**config.mk**
```make
export PLATFORM = sky130hd
export DESIGN_NAME = t03_mem_arbiter
export DESIGN_NICKNAME = d
export VERILOG_FILES = /design/src/rtl/t03_mem_arbiter.sv
export SDC_FILE = /design/constraint.sdc
export NUM_CORES = 1
export LEC_CHECK = 0
export CORE_ASPECT_RATIO = 0.8
export CORE_MARGIN = 2
export CORE_UTILIZATION = 42
export CTS_CLUSTER_DIAMETER = 120
export DETAILED_ROUTE_END_ITERATION = 8
export GPL_TIMING_DRIVEN = 1
export PLACE_DENSITY = 0.8
export SYNTH_ARGS = -nofsm -noshare
export SYNTH_HDL_FRONTEND = slang
export SYNTH_SLANG_ARGS = --single-unit
```
**constraint.sdc**
```tcl
create_clock -name clk -period 2.2 [get_ports clk]
set_input_delay 0.44 -clock clk [delete_from_list [all_inputs] [get_ports clk]]
set_output_delay 0.44 -clock clk [all_outputs]
set_load 0.01 [all_outputs]
```
**src/rtl/t03_mem_arbiter.sv**
```systemverilog
// rtl/t03_mem_arbiter.sv - fetch/data arbiter onto a single memory bus
// Alternates on simultaneous requests, aborts a bus access that waits too long for bus_ack.
module t03_mem_arbiter #(
  parameter int unsigned TIMEOUT_CYCLES = 255
) (
  input  logic        clk,
  input  logic        nrst,
  input  logic        i_req,
  input  logic [31:0] i_addr,
  input  logic        d_read,
  input  logic        d_write,
  input  logic [31:0] d_addr,
  input  logic [31:0] d_wdata,
  input  logic [3:0]  d_sel,
  input  logic [31:0] bus_rdata,
  input  logic        bus_ack,
  output logic [31:0] bus_addr,
  output logic [31:0] bus_wdata,
  output logic [3:0]  bus_sel,
  output logic        bus_read,
  output logic        bus_write,
  output logic [31:0] i_rdata,
  output logic        i_ack,
  output logic [31:0] d_rdata,
  output logic        d_ack,
  output logic        err,
  output logic        freeze_pc
);

  typedef enum logic [1:0] {S_IDLE, S_FETCH, S_DATA, S_RESP} state_t;

  localparam logic [7:0] LP_LAST_WAIT = 8'(TIMEOUT_CYCLES - 1);

  state_t     r_state;
  logic [7:0] r_wait;
  logic       r_last_data;

  logic w_dreq;
  logic w_pick_fetch;

  assign w_dreq       = d_read | d_write;
  // On a tie, fetch wins unless the previous grant already went to fetch.
  assign w_pick_fetch = i_req & (~w_dreq | r_last_data);

  assign freeze_pc = nrst & ((r_state == S_FETCH) | (r_state == S_DATA) |
                             ((r_state == S_IDLE) & (i_req | w_dreq)));

  always_ff @(posedge clk or negedge nrst) begin
    if (!nrst) begin
      r_state     <= S_IDLE;
      r_wait      <= 8'd0;
      r_last_data <= 1'b1;
      bus_addr    <= 32'd0;
      bus_wdata   <= 32'd0;
      bus_sel     <= 4'd0;
      bus_read    <= 1'b0;
      bus_write   <= 1'b0;
      i_rdata     <= 32'd0;
      i_ack       <= 1'b0;
      d_rdata     <= 32'd0;
      d_ack       <= 1'b0;
      err         <= 1'b0;
    end else begin
      i_ack <= 1'b0;
      d_ack <= 1'b0;
      err   <= 1'b0;
      case (r_state)
        S_IDLE: begin
          if (i_req || w_dreq) begin
            r_wait <= 8'd0;
            if (w_pick_fetch) begin
              r_state     <= S_FETCH;
              r_last_data <= 1'b0;
              bus_addr    <= i_addr;
              bus_wdata   <= 32'd0;
              bus_sel     <= 4'hF;
              bus_read    <= 1'b1;
              bus_write   <= 1'b0;
            end else begin
              r_state     <= S_DATA;
              r_last_data <= 1'b1;
              bus_addr    <= d_addr;
              bus_wdata   <= d_wdata;
              bus_sel     <= d_write ? d_sel : 4'hF;
              bus_read    <= ~d_write;
              bus_write   <= d_write;
            end
          end
        end
        S_FETCH, S_DATA: begin
          if (bus_ack || (r_wait == LP_LAST_WAIT)) begin
            r_state   <= S_RESP;
            bus_read  <= 1'b0;
            bus_write <= 1'b0;
            err       <= ~bus_ack;
            if (r_state == S_FETCH) begin
              i_ack   <= 1'b1;
              i_rdata <= bus_ack ? bus_rdata : 32'd0;
            end else begin
              d_ack <= 1'b1;
              if (bus_read) begin
                d_rdata <= bus_ack ? bus_rdata : 32'd0;
              end
            end
          end else begin
            r_wait <= r_wait + 8'd1;
          end
        end
        default: begin
          r_state <= S_IDLE;
        end
      endcase
    end
  end

endmodule

```
==> reports/qor.csv <==
metric,value,unit
status,"finished, final reports clean",
ant_nets,0,
syn_avg_cell_area,11.56,µm²
placed_cells,967,
crit_slowest_cell,dfrtp_1,
die_w,139.3,µm
die_h,112.2,µm
p_sw_share,34.15,%
cts_buffer_depth,2,
cts_root_buf,clkbuf_16,
place_congestion,0.8567,
synthCells,532,
leakage,4.433,nW
ys_ff_latch,148,
drc,0,
setup_tns,0,ps
final-setup-viol-count,0,
cp.required,2500,ps
clockPowerShare,21.6,%
synthArstFlopShare,100.0,%
layoutNonFillerInstCount,998,
syn_area,6151,µm²
hold_class,in -> async,
grt_max_degree,149,
n_fill_cell,1029,
dpl.hpwl,13300,µm
clock-sinks,148,
comb_power_share,45.9,%
wirelength,18740,µm
area_growth,58.77,%
dieArea,15640,µm²
ir_drop,0.0009693,V
worstSetupPathType,reg -> reg,
io_pins,276,
layout.nets,946,
critPathMaxFanout,44,
drtIter0Drc,330,
post_drt_wl_per_cell,18.78,µm
rsz0062_at_grt,true,
core_area,14300,µm²
cts_max_level,4,
period_needed,2157,ps
via_per_inst,5.305,
seqPwrFrac,32.5,%
firstDrtPassIters,4,
worst_pin_slew,805.3,ps
critPathMaxStageDelay,410,ps
start_util,43.02,%
synth_ff_type,dfrtp_1,
drv_slew,0,
synthesis.nets,675,
cp.arrival,2460,ps
power_density,1483,nW/µm²
power.internal,9.537,mW
grt_pass1_vias,5626,
antenna_found_initial,0,
cap_violations,0,
seq_area_frac_synth,60.23,%
hold_viol_final,0,
cp_cell_sequence,inv_2 > ha_4 > buf_12 > nand4_1 > o21ai_4 > nand3b_4 > a22o_1,
grt_usage,23.96,%
io_buffers,275,
cts_tree,yes,
seq_area,3705,µm²
clk_pin_slew_worst_paths,60,ps
max_freq,463.6,MHz
drive_gt1_share,7.740,%
cp-start-kind,register,
switchingPower,4.945,mW
clock_skew,8.606,ps
fin_crit_sh,98.05,%
synth.distinct_cells,41,
grt_pass1_wl,29490,µm
max_slew_margin,46.31,%
num_rows,39,
clock_latency,410,ps
multi_input_area,2106,µm²
cts-buffers-inserted,17,
hold_buffers,0,
end_kind,register,
synth-warning-count,0,
placed_area,9119,µm²
grt_overflow,0,
antenna-diode-count,0,
fin_area,9766,µm²
num_vias,5294,
synth_enable_flop_cells,0,
## synth_stat cells, types with 2 or more instances
| cell | number | area, µm² |
|---|---|---|
| buf_4 | 11 | 82.58 |
| clkbuf_1 | 14 | 52.55 |
| nor4_1 | 4 | 25.02 |
| nor2b_1 | 2 | 12.51 |
| ha_1 | 5 | 62.56 |
| buf_6 | 3 | 33.78 |
| inv_1 | 37 | 138.9 |
| nor2_1 | 6 | 22.52 |
| a21oi_1 | 2 | 10.01 |
| a21o_1 | 3 | 22.52 |
| o21ai_0 | 48 | 240.2 |
| mux2i_1 | 32 | 320.3 |
| nand3_1 | 4 | 20.02 |
| a211o_1 | 2 | 17.52 |
| buf_2 | 14 | 70.07 |
| nand4_1 | 33 | 206.5 |
| o21ai_1 | 25 | 125.1 |
| a22o_1 | 65 | 569.3 |
| o22a_1 | 3 | 26.28 |
| o2bb2ai_1 | 3 | 26.28 |
| nor3_1 | 3 | 15.01 |
| nand2_1 | 46 | 172.7 |
| nand2b_1 | 3 | 18.77 |
| dfrtp_1 | 147 | 3679 |
## worst max-delay path, delay by kind of cell, from the launching register on
family,cells,cell delay [ps]
buffers and inverters,2,260
DFF,1,410
AOI/OAI and AO/OA,2,570
and+or+nand+nor,2,520
adders and majority gates,1,280
## through the flow
stage / power (mW) / hold slack, ps / setup slack (ps) / utilization [%]
finish: 14.48 / 143.5 / 42.86 / 68.30
global route: 15.29 / 218.4 / -71.60 / 68.30
CTS: 14.59 / 206.7 / 9.548 / 68.25
detailed placement: 11.32 / 470.1 / -171.8 / 63.78
global placement: 11.07 / 463.0 / -152.9 / 63.78
floorplan: 7.748 / 144.4 / 301.2 / -
## final cells by class
type	instances	share of cell area, %
clock buffer	21	4.612
clock inverter	9	1.819
inverter	37	1.422
multi-input combinational	305	21.56
sequential	148	37.94
tap	184	2.357
timing repair buffer	294	30.29
## cell usage in the layout (no fill, tap or decap), types with 2 or more instances in the layout
cell type / instances
nand3_1: 4
buf_12: 5
o2bb2ai_1: 3
a211o_1: 2
a21o_1: 3
nor4_1: 4
mux2i_1: 32
inv_1: 35
nand4_1: 33
inv_2: 2
buf_6: 2
a22o_1: 65
o21ai_0: 47
ha_1: 4
o21ai_1: 25
clkbuf_16: 17
nor2_1: 6
clkinv_2: 2
clkbuf_1: 3
o22a_1: 3
buf_4: 13
dfrtp_1: 147
bufinv_16: 5
a21oi_1: 2
nand2b_1: 2
nor3_1: 3
nor2b_1: 2
clkdlybuf4s50_1: 273
nand2_1: 46
o21ai_4: 2
## worst paths after layout
kind / from / endpoint / slack (ps) / cells past startpoint
setup / recovery: r_state[0]$_DFFE_PN0P_ / d_rdata[6]$_DFFE_PN0P_ / 40 / 7
hold / removal: nrst / err$_DFF_PN0_ / 140 / 2
setup reg to reg: r_state[0]$_DFFE_PN0P_ / d_rdata[6]$_DFFE_PN0P_ / 40 / 7
hold reg to reg: bus_addr[21]$_DFFE_PN0P_ / bus_addr[21]$_DFFE_PN0P_ / 480 / 2
max in group asynchronous: nrst / d_rdata[26]$_DFFE_PN0P_ / 1450 / 2
min in group clk: bus_addr[21]$_DFFE_PN0P_ / bus_addr[21]$_DFFE_PN0P_ / 480 / 2
## routing by layer
layer	part of all wire (%)	GRT usage, %
met3	8.2	8.106
met1	41	29.23
met5	0	0
met4	1.9	7.811
met2	49	40.36
## state kept, by name, summed over array words and instances, names as in the netlist, 2 cells and up
name,count
r_wait,8
d_rdata,32
bus_addr,32
bus_sel,4
bus_wdata,32
i_rdata,32
r_state,2
## what timing repair did
item	CTS	global route
setup buffers	0	1
hold endpoints to repair	0	0
pin swaps	2	4
gates resized for setup	4	3
endpoints found under the setup margin	33	43
## cell families after synthesis
logic type	after synthesis	share of synthesized area, %
buf+inv	79	6.143
compound gates	158	17.98
mux	32	5.208
flops	148	60.23
fa+ha+maj	5	1.017
simple gates	110	9.418
## power groups by stage
stage	sequential, mW	clock [mW]	combinational (mW)
after global placement	4.64	0	6.43
after CTS	4.71	3.20	6.69
final	4.71	3.12	6.65
after floorplan	5.18	0	2.57
after detailed placement	4.71	0	6.62
after global routing	4.84	3.31	7.14
No activity file was read; power rests on OpenSTA's default activity.
